===== config.mk =====
export PLATFORM = sky130hd
export DESIGN_NAME = zero_mem_arbiter
export DESIGN_NICKNAME = d
export VERILOG_FILES = /design/src/rtl/zero_mem_arbiter.sv
export SDC_FILE = /design/constraint.sdc
export NUM_CORES = 1
export LEC_CHECK = 0
export CAP_MARGIN = 20
export CORE_AREA = 2 2 269 271
export DETAILED_ROUTE_END_ITERATION = 8
export DIE_AREA = 0 0 271 273
export DONT_BUFFER_PORTS = 1
export PLACE_DENSITY = 0.3
export SYNTH_ARGS = -nofsm -noshare
export SYNTH_HDL_FRONTEND = slang
export SYNTH_SLANG_ARGS = --single-unit

===== constraint.sdc =====
create_clock -name clk -period 2.1 [get_ports clk]
set_input_delay 0.525 -clock clk [delete_from_list [all_inputs] [get_ports clk]]
set_output_delay 0.525 -clock clk [all_outputs]
set_load 0.02 [all_outputs]

===== src/rtl/zero_mem_arbiter.sv =====
// Arbitrates the single core RAM port between instruction fetch and the MEM stage.
// Each access runs grant -> RAM command -> fixed-latency wait -> response; MEM wins ties up to a streak limit.
module zero_mem_arbiter #(
    parameter int ADDR_W     = 64,
    parameter int DATA_W     = 64,
    parameter int RAM_LAT    = 1,
    parameter int MEM_STREAK = 4
) (
    input  logic              clk,
    input  logic              rst,
    input  logic              if_req,
    input  logic [ADDR_W-1:0] if_addr,
    output logic              if_gnt,
    output logic              if_rvalid,
    output logic [31:0]       if_rdata,
    input  logic              mem_req,
    input  logic              mem_we,
    input  logic [ADDR_W-1:0] mem_addr,
    input  logic [DATA_W-1:0] mem_wdata,
    input  logic [DATA_W-1:0] mem_wmask,
    output logic              mem_gnt,
    output logic              mem_done,
    output logic [DATA_W-1:0] mem_rdata,
    output logic              ram_ren,
    output logic              ram_wen,
    output logic [ADDR_W-1:0] ram_raddr,
    output logic [ADDR_W-1:0] ram_waddr,
    output logic [DATA_W-1:0] ram_wdata,
    output logic [DATA_W-1:0] ram_wmask,
    input  logic [DATA_W-1:0] ram_rdata,
    output logic [1:0]        fsm_state
);

    // Handshake: a requester holds req until it sees gnt in the same cycle; the
    // matching rvalid/done is a single-cycle pulse, with data valid only in that cycle.
    localparam logic [1:0] IDLE     = 2'd0;
    localparam logic [1:0] BUSY_IF  = 2'd1;
    localparam logic [1:0] BUSY_MEM = 2'd2;

    logic [1:0] state;
    logic [2:0] cnt;
    logic [3:0] streak;
    logic       mem_wr_q;
    logic       if_hi_q;

    logic idle;
    logic mem_win;
    logic if_win;
    logic mem_rd_win;
    logic last;
    logic if_resp;
    logic mem_resp;

    assign idle       = rst && (state == IDLE);
    assign mem_win    = idle && mem_req && (!if_req || (streak < 4'(MEM_STREAK)));
    assign if_win     = idle && if_req && !mem_win;
    assign mem_rd_win = mem_win && !mem_we;
    assign last       = (cnt == 3'(RAM_LAT));
    assign if_resp    = rst && (state == BUSY_IF) && last;
    // Writes complete one cycle after the command no matter how slow reads are.
    assign mem_resp   = rst && (state == BUSY_MEM) && (mem_wr_q || last);

    assign if_gnt    = if_win;
    assign mem_gnt   = mem_win;
    assign ram_ren   = if_win || mem_rd_win;
    assign ram_wen   = mem_win && mem_we;
    assign ram_raddr = if_win ? if_addr : (mem_rd_win ? mem_addr : '0);
    assign ram_waddr = ram_wen ? mem_addr  : '0;
    assign ram_wdata = ram_wen ? mem_wdata : '0;
    assign ram_wmask = ram_wen ? mem_wmask : '0;

    assign if_rvalid = if_resp;
    assign if_rdata  = !if_resp ? 32'd0 : (if_hi_q ? ram_rdata[63:32] : ram_rdata[31:0]);
    assign mem_done  = mem_resp;
    assign mem_rdata = (mem_resp && !mem_wr_q) ? ram_rdata : '0;
    assign fsm_state = rst ? state : IDLE;

    always_ff @(posedge clk) begin
        if (!rst) begin
            state    <= IDLE;
            cnt      <= 3'd0;
            streak   <= 4'd0;
            mem_wr_q <= 1'b0;
            if_hi_q  <= 1'b0;
        end else begin
            case (state)
                IDLE: begin
                    if (mem_win) begin
                        state    <= BUSY_MEM;
                        cnt      <= 3'd1;
                        mem_wr_q <= mem_we;
                        // Count only grants that actually made a fetch wait.
                        if (if_req)
                            streak <= (streak == 4'hF) ? streak : streak + 4'd1;
                        else
                            streak <= 4'd0;
                    end else if (if_win) begin
                        state   <= BUSY_IF;
                        cnt     <= 3'd1;
                        if_hi_q <= if_addr[2];
                        streak  <= 4'd0;
                    end
                end
                BUSY_IF: begin
                    if (last) state <= IDLE;
                    else      cnt   <= cnt + 3'd1;
                end
                BUSY_MEM: begin
                    if (mem_wr_q || last) state <= IDLE;
                    else                  cnt   <= cnt + 3'd1;
                end
                default: state <= IDLE;
            endcase
        end
    end

endmodule


==> results.md, run 1 <==
* Leading area contributor after synthesis: and2_1
* Crit. End Element: output port
* Post-Layout Cell Count at 1622
* Vias per inst at 3.21
* Unrepaired setup endpoints after global routing: true
* Worst r2r src: state[0]
* CP Cell Sequence: inv_2, ha_4, nand3_4, or2_4, nor2_8, buf_12, buf_16, a22o_1, buf_6
* Worst hold slack at 404 ps
* Post-Place Cell Area at 0.00610 mm²
* Synth Flop Type: dfxtp_1
* Largest net degree at the start of global routing at 34
* Drt first pass iters at 4
* P&R area growth vs syn at 161%
* Antenna violation net count after detailed routing at 0
* Mapped Cells at 512
* Failing checks: setup timing
* Skew final at 3.55 ps
* Max-Slew Margin vs Limit at 0.696
* Largest cells by area after synthesis: and2_1 (45%), a22o_1 (16%), mux2i_1 (9.5%)
* Design area at 0.00934 mm²
* Critical Path RT at 1570 ps
* TritonCTS Buffers at 3
* Crit path to: ram_raddr[0]
* Commonest non-fill, non-tap cells in the layout: and2_4 (256), buf_12 (64), buf_6 (58), a22o_4 (57), mux2i_1 (34)
* TritonCTS sink count at 11
* Grt ovf at 0
* Rows at 98
* Max-cap violations at 0
* Vias in the first global route at 5133
* Max incr delay on CP at 310 ps
* Critical Path Start Type: flip-flop
* Worst vdd ir at 0.221 mV
* Avg Cell Area, Syn at 6.97 µm²
* DRC Markers at 0
* Routed len/inst at 30.6 µm
* Final Util at 0.132
* Final setup fails at 343
* Antenna violations before repair at 29
* Cells after DPL at 1518
* Layout Nets at 996
* Part of the Yosys area used for sequential elements at 0.0617
* Worst EP arrival at 1950 ps
* Min Tclk post-route at 2470 ps
* Max Fanout on Critical Path at 8
* Syn nets at 843
* Vias at 5207
* Final worst setup slack at -371 ps
* Die X at 271 µm
* Root buffer cell: clkbuf_16
* Synth unique cells at 40
* WS Path Type: flip-flop to output port
* Number of flops mapped to enable cells by yosys at 0
* Total chip power at 2.34 mW
* Share of Yosys cell area claimed by the top area cell type at 0.450
* Final Hold Viols at 0
* Global route hottest layer: met2
* Initial cell density of the core at 0.0503
* Die Span Y at 273 µm
* Leak Pwr at 3.68 nW
* Reg2Reg Setup Slack at 260 ps
* 1st-iter DRT viols at 243
* FMAX at 405 MHz
* Family with the most delay on the worst path: buffers and inverters
* Commonest non-fill, non-tap cell in the layout: and2_4
* Slowest CP cell: dfxtp_2
* Reg2reg end: state[0]
* Asr flop ratio synth at 0
* DRT Wirelength at 49600 µm
* Fin Setup TNS at -76500 ps
* First-pass GRT wire length at 57600 µm
* Detailed placer's ending HPWL at 33700 µm
* Clk_lat worst skew at 250 ps
* Pwr/cell area at 251 mW/mm²
* Worst-path clk slew at 40 ps
* Final Cycle Share at 1.18
* I/O Pins at 685
* Input/output buffers at 0
* Setup crit start: state[0]
* CTS tree: built
* Post-synthesis cell area at 0.00357 mm²
* Pin slew with the least headroom to its limit at 454 ps
* FF+latch count, synth at 11
* Post-Place Worst Slack at -194 ps
* H-tree lvl count at 1
* Core area at 0.0710 mm²
* Ys Warns at 0
* Worst hold path type: primary input to flip-flop
* Met2 usage at 0.233
* Critical path buffer and inverter count at 4
* Share of layout cells above drive strength 1 at 0.860
* Number of cells on the critical path at 9
* Die ar. at 0.0740 mm²
* Run status: finished with violations
* Max Buffers Root-to-Sink at 2
* Total GRT Usage at 0.119
* GR Util met3 at 0.0474
* Max Slew Vio Count at 0
* Global routing usage on met1 at 0.111
* Gpl congestion at 0.882
* Hold buffer count at cts at 0
* Number of cells on the worst reg-to-reg path at 9
## state kept, by name, indices dropped and copies added (netlist names)
register,cells
streak,4
cnt,3
state,2
if_hi_q,1
mem_wr_q,1
## how the worst min path moves through the flow
stage,startpoint,to,slack (ps),cells past startpoint
after global placement,cnt[1],cnt[1],480,2
final,rst,state[0],400,1
after floorplan,cnt[1],cnt[1],450,2
after CTS,rst,state[0],390,1
after global routing,rst,state[0],390,1
after detailed placement,cnt[1],cnt[1],480,2
## metal layers
layer  vias to the layer above  routed length (µm)  share of wire
met1                      2497               15100           0.30
met3                       114                5490           0.11
met5                         -                 149         0.0030
li1                       2032                   -              -
met4                        26                2050          0.041
met2                       538               26800           0.54
## Yosys cell counts, types with 3 or more instances
cell / n
a21oi_1: 5
a22o_1: 64
and2_1: 257
buf_2: 9
buf_4: 3
buf_6: 6
clkbuf_1: 16
clkbuf_2: 14
dfxtp_1: 11
ha_1: 6
inv_1: 7
mux2i_1: 34
nand2_1: 3
nand3_1: 3
nor2_1: 42
nor2b_1: 3
o21a_1: 3
## what timing repair did
action                                  CTS  global route
resized for setup                       488           191
cloned                                   38             9
buffers inserted                         52            21
pin swaps                               173           144
endpoints found under the setup margin  357           357
## kinds of logic after synthesis
family | count (synthesis) | share of synthesized area
simple gates | 320 | 0.540
compound gates | 84 | 0.196
buf+inv | 56 | 0.0827
flops | 11 | 0.0617
fa+ha+maj | 6 | 0.0210
mux | 35 | 0.0985
## worst register-to-register path, cell delays in order (launching register included)
cell and delay, ps:
dfxtp_2 320, inv_2 50, buf_4 130, buf_6 110
ha_4 160, buf_4 130, nor2b_1 130, o21ai_0 370
a21oi_1 140, o21a_1 190
## area by class of cell
class,instances,area [µm²]
Sequential cell,11,226
Multi-Input combinational cell,445,4560
Timing Repair Buffer,196,3230
Fill cell,8017,61700
Clock buffer,4,78.8
Tap cell,950,1190
Antenna cell,8,20.0
Inverter,8,38.8
## report_power, final
part / leakage [nW] / switching (mW) / internal [mW]
sequential: 0.0915 / 0.0104 / 0.223
combinational: 3.55 / 0.902 / 0.839
clock: 0.0382 / 0.111 / 0.257
Power figures use the tool's default switching activity.
==> inputs of run 2 (changes only) <==
--- a/config.mk
+++ b/config.mk
@@ -10,6 +10,7 @@
 export DETAILED_ROUTE_END_ITERATION = 8
 export DIE_AREA = 0 0 271 273
 export DONT_BUFFER_PORTS = 1
+export MAX_ROUTING_LAYER = met4
 export PLACE_DENSITY = 0.3
 export SYNTH_ARGS = -nofsm -noshare
 export SYNTH_HDL_FRONTEND = slang
==> run 2 against run 1 <==
The flow still finishes with violations (setup timing). Final cell count grew 0.74%. First-iteration DRC count increased by 6.6%. Clock skew down 1.7 ps. Combinational power barely moved. Via count increased by 0.31%. Cell area grew 0.24%.
==> results.md, run 2 (same netlist as run 1, synthesis figures left out) <==
* Run status: finished with violations
* Failing checks: setup timing
* Min Tclk post-route at 2470 ps
* Final Hold Viols at 0
* Vias at 5223
* Leak Pwr at 3.68 nW
* Grt ovf at 0
* Critical Path RT at 1570 ps
* Final Util at 0.132
* Reg2reg end: state[0]
* Final Cycle Share at 1.18
* Worst hold slack at 403 ps
* Final worst setup slack at -370 ps
* Area of the multi-input gates at 0.00455 mm²
* WS Path Type: flip-flop to output port
* Pwr/cell area at 250 mW/mm²
* Number of cells on the worst reg-to-reg path at 9
* Max FFs per register at 4
* Worst vdd ir at 0.220 mV
* Antenna violation net count after detailed routing at 0
* Reg2Reg Setup Slack at 270 ps
* Max-Slew Margin vs Limit at 0.695
* Core area at 0.0710 mm²
* Root buffer cell: clkbuf_16
* Crit. End Element: output port
* Hold buffer count at cts at 0
* Worst hold endpoint: state[0]
* TritonCTS Buffers at 3
* Detailed placer's ending HPWL at 33700 µm
* TritonCTS sink count at 11
* Max Fanout on Critical Path at 8
* Total chip power at 2.34 mW
* Antenna violations before repair at 28
* Gpl congestion at 0.898
* P&R area growth vs syn at 162%
* Skew final at 1.80 ps
* Input/output buffers at 0
* Die Span Y at 273 µm
* Unrepaired setup endpoints after global routing: true
* Largest net degree at the start of global routing at 34
* Max Buffers Root-to-Sink at 2
* Worst hold path type: primary input to flip-flop
* Initial cell density of the core at 0.0503
* I/O Pins at 685
* Clk_lat worst skew at 250 ps
* CTS tree: built
* Fillers at 8012
* Worst EP arrival at 1940 ps
* Routed len/inst at 30.4 µm
* DRT Wirelength at 49600 µm
* Drt first pass iters at 4
* Storage element area at 226 µm²
* WHS Path Cells at 1
* Fin Setup TNS at -78290 ps
* Max Slew Vio Count at 0
* FMAX at 405 MHz
* DRC Markers at 0
* Die ar. at 0.0740 mm²
* Critical Path Start Type: flip-flop
* First-pass GRT wire length at 57600 µm
* Die X at 271 µm
* H-tree lvl count at 1
* Worst-path clk slew at 40 ps
* Total GRT Usage at 0.123
* Hold path start: rst
* Vias in the first global route at 5117
* Commonest non-fill, non-tap cells in the layout: and2_4 (256), buf_12 (65), buf_6 (58), a22o_4 (57), mux2i_1 (34)
* Commonest non-fill, non-tap cell in the layout: and2_4
* Layout Nets at 996
* Vias per inst at 3.20
* Max-cap violations at 0
* Largest Register: streak
* Share of layout cells above drive strength 1 at 0.860
* Post-Place Worst Slack at -194 ps
* Rows at 98
* 1st-iter DRT viols at 259
* Worst r2r src: state[0]
* Pin slew with the least headroom to its limit at 455 ps
* Regs by FF count: streak: 4 flops, cnt: 3 flops, state: 2 flops
* Final setup fails at 342
## run 2: changes by cell type in the layout (fill, tap and decap cells not counted), sizes merged
cell / change
diode: +12
## run 2: per-layer routing
layer  GRT usage  vias to the layer above  part of all wire
li1            -                     2057                 -
met1       0.113                     2515              0.31
met2       0.234                      566              0.54
met3      0.0451                       85              0.11
met4      0.0407                        0             0.044
met5           -                        -                 0
## run 2: cell type report
cell class              instances  share of cell area
flip-flops and latches         11              0.0242
repair buffers                196               0.344
inverters                       8             0.00414
multi-input cells             445               0.486
clock buffers                   4             0.00842
diodes                         20             0.00535
well taps                     950               0.127
## run 2: repair_timing
item                                    CTS  global route
setup buffers                            52            21
cloned                                   38             9
resized for setup                       488           189
endpoints found under the setup margin  357           357
pin swaps                               173           137
## run 2: per-stage QoR
stage,cell area (µm²),instances
floorplan,3920,512
global placement,6100,1518
detailed placement,6100,1518
CTS,8860,1610
global route,9360,1633
finish,9360,1634
## run 2: worst max-delay path, stage by stage (launching register included)
cell and delay, ps:
dfxtp_2 310, inv_2 70, ha_4 150, nand3_4 90, or2_4 270, nor2_8 150
buf_12 150, buf_16 190, a22o_1 170, buf_6 120
## run 2: worst max path at each step
stage,from,endpoint,slack [ps]
finish,state[0],ram_raddr[0],-370
global route,state[0],ram_raddr[0],-420
CTS,state[0],ram_wmask[18],-390
global placement,state[0],ram_raddr[2],-180
floorplan,state[0],ram_raddr[17],-20
detailed placement,state[0],ram_wmask[54],-190
## run 2: report_power, final
group	internal (mW)	switching, mW	total [mW]
registers	0.223	0.0103	0.233
logic	0.840	0.905	1.74
clock network	0.257	0.110	0.367
==> inputs of run 3 (changes only) <==
--- a/config.mk
+++ b/config.mk
@@ -11,7 +11,6 @@
 export DIE_AREA = 0 0 271 273
 export DONT_BUFFER_PORTS = 1
 export MAX_ROUTING_LAYER = met4
-export PLACE_DENSITY = 0.3
 export SYNTH_ARGS = -nofsm -noshare
 export SYNTH_HDL_FRONTEND = slang
 export SYNTH_SLANG_ARGS = --single-unit
==> run 3 against run 2 <==
The flow still finishes with violations (setup timing). Wire length up 16%. Final cell count rose by 0.92%. Setup slack worse by 18 ps. Largest power group unchanged. Maximum frequency down 0.72%. Highest routed layer unchanged.
==> results.md, run 3 (same netlist as run 1, synthesis figures left out) <==
* Critical Path RT at 1570 ps
* CP Cell Sequence: inv_2, ha_4, nand3_4, buf_12, nor3b_4, buf_12, buf_12, buf_16, and2_4, buf_12
* Worst vdd ir at 0.193 mV
* Layout Nets at 992
* WHS Path Cells at 1
* Detailed placer's ending HPWL at 48100 µm
* Cell Int Power at 1.21 mW
* Leak Pwr at 3.43 nW
* I/O Pins at 685
* Max-Slew Margin vs Limit at 0.719
* CTS tree: built
* Share of layout cells above drive strength 1 at 0.747
* Final Cycle Share at 1.18
* Die ar. at 0.0740 mm²
* Final worst setup slack at -388 ps
* Combinational share of power at 0.724
* Antenna violations before repair at 53
* Pwr/cell area at 253 mW/mm²
* Worst EP arrival at 1960 ps
* Failing checks: setup timing
* Number of cells on the critical path at 10
* Max Slew Vio Count at 0
* Unrepaired setup endpoints after global routing: true
* H-tree lvl count at 1
* Commonest non-fill, non-tap cells in the layout: and2_4 (195), buf_4 (75), buf_12 (61), a22o_4 (53), nor2_1 (42)
* Input/output buffers at 0
* Total GRT Usage at 0.147
* WS Path Type: flip-flop to output port
* TritonCTS sink count at 11
* Largest Register: streak
* Family with the most delay on the worst path: buffers and inverters
* Max-cap violations at 0
* P&R area growth vs syn at 138%
* Crit. End Element: output port
* DRT Wirelength at 57500 µm
* 1st-iter DRT viols at 251
* DRC Markers at 0
* Grt ovf at 0
* FMAX at 402 MHz
* Drt first pass iters at 4
* Root buffer cell: clkbuf_16
* Largest net degree at the start of global routing at 53
* Skew final at 2.92 ps
* First-pass GRT wire length at 65700 µm
* Number of cells on the worst reg-to-reg path at 9
* Max Fanout on Critical Path at 21
* Clk_lat worst skew at 240 ps
* Net switching power at 943 µW
* Regs by FF count: streak: 4 flops, cnt: 3 flops, state: 2 flops
* Slowest CP cell: dfxtp_2
* Die X at 271 µm
* Worst-path clk slew at 50 ps
* Vias in the first global route at 4921
* Max incr delay on CP at 330 ps
* Pin slew with the least headroom to its limit at 421 ps
* Post-Place Cell Area at 0.00661 mm²
* Hold buffer count at cts at 0
* Commonest non-fill, non-tap cell in the layout: and2_4
* Final Hold Viols at 0
* Sequential Power Share at 0.109
* Routed len/inst at 34.8 µm
* Fin Setup TNS at -98030 ps
* Final setup fails at 357
* Vias per inst at 3.11
* Clock share of power at 0.168
* Min Tclk post-route at 2490 ps
* Initial cell density of the core at 0.0503
* Vias at 5128
* Critical Path Start Type: flip-flop
* Max Buffers Root-to-Sink at 2
* Rows at 98
* Fillers at 8054
* Gpl congestion at 0.934
* TritonCTS Buffers at 3
* Worst hold path type: primary input to flip-flop
* Switching Share at 0.438
* Crit-path most repeated cell: buf_12
* Core area at 0.0710 mm²
* Die Span Y at 273 µm
* Critical path buffer and inverter count at 6
* Design area at 0.00850 mm²
* Run status: finished with violations
* Max FFs per register at 4
* Antenna violation net count after detailed routing at 0
==> run 3: cell types whose count changed in the layout (fill, tap and decap cells not counted), sizes merged <==
cell / change
diode: +19
clkbuf: -6
buf: -1
inv: +2
clkinv: -1
clkinvlp: -1
bufbuf: +3
==> run 3: repair_timing <==
action                                  CTS  global route
gates resized for setup                 340            63
pin swaps                                20            43
buffers inserted                         15            18
cloned                                   19             3
endpoints found under the setup margin  358           358
==> run 3: through the flow <==
step           setup WS, ps  hold slack, ps    util  power [mW]  cells
5_1_grt                -478             418   0.120        2.24   1644
3_5_place_dp           -244             481  0.0931        1.41   1557
6_report               -388             421   0.120        2.15   1649
4_1_cts                -421             417   0.115        2.12   1595
2_1_floorplan         -20.7             455       -       0.976    512
3_3_place_gp           -258             470  0.0931        1.41   1557
==> run 3: layout make-up <==
| cell class | instances | area [µm²] | share of cell area |
|---|---|---|---|
| tap | 950 | 1190 | 0.140 |
| inverter | 8 | 30.0 | 0.00353 |
| multi-input combinational | 445 | 4100 | 0.483 |
| sequential | 11 | 224 | 0.0264 |
| antenna | 39 | 97.6 | 0.0115 |
| clock buffer | 4 | 78.8 | 0.00928 |
| timing repair buffer | 192 | 2780 | 0.327 |
==> run 3: final timing paths <==
kind | start | to | slack, ps
worst max register to register | state[1] | mem_wr_q | 410
worst min register to register | cnt[1] | cnt[1] | 490
worst min-delay path | rst | state[0] | 420
worst max-delay path | state[1] | ram_wmask[31] | -390
==> run 3: power by group through the flow <==
stage,clock (mW),combinational [mW],sequential [mW]
2_1_floorplan,0,0.744,0.231
3_3_place_gp,0,1.17,0.238
4_1_cts,0.370,1.51,0.234
5_1_grt,0.379,1.62,0.236
6_report,0.361,1.56,0.234
3_5_place_dp,0,1.17,0.237
==> run 3: per-layer routing <==
| metal | track usage | wire, µm | vias to the layer above | share of wire |
|---|---|---|---|---|
| met5 | - | 0 | - | 0 |
| met4 | 0.0442 | 2230 | 0 | 0.039 |
| met3 | 0.0775 | 7440 | 103 | 0.13 |
| met2 | 0.279 | 30400 | 550 | 0.53 |
| met1 | 0.124 | 17400 | 2406 | 0.30 |
| li1 | - | - | 2069 | - |
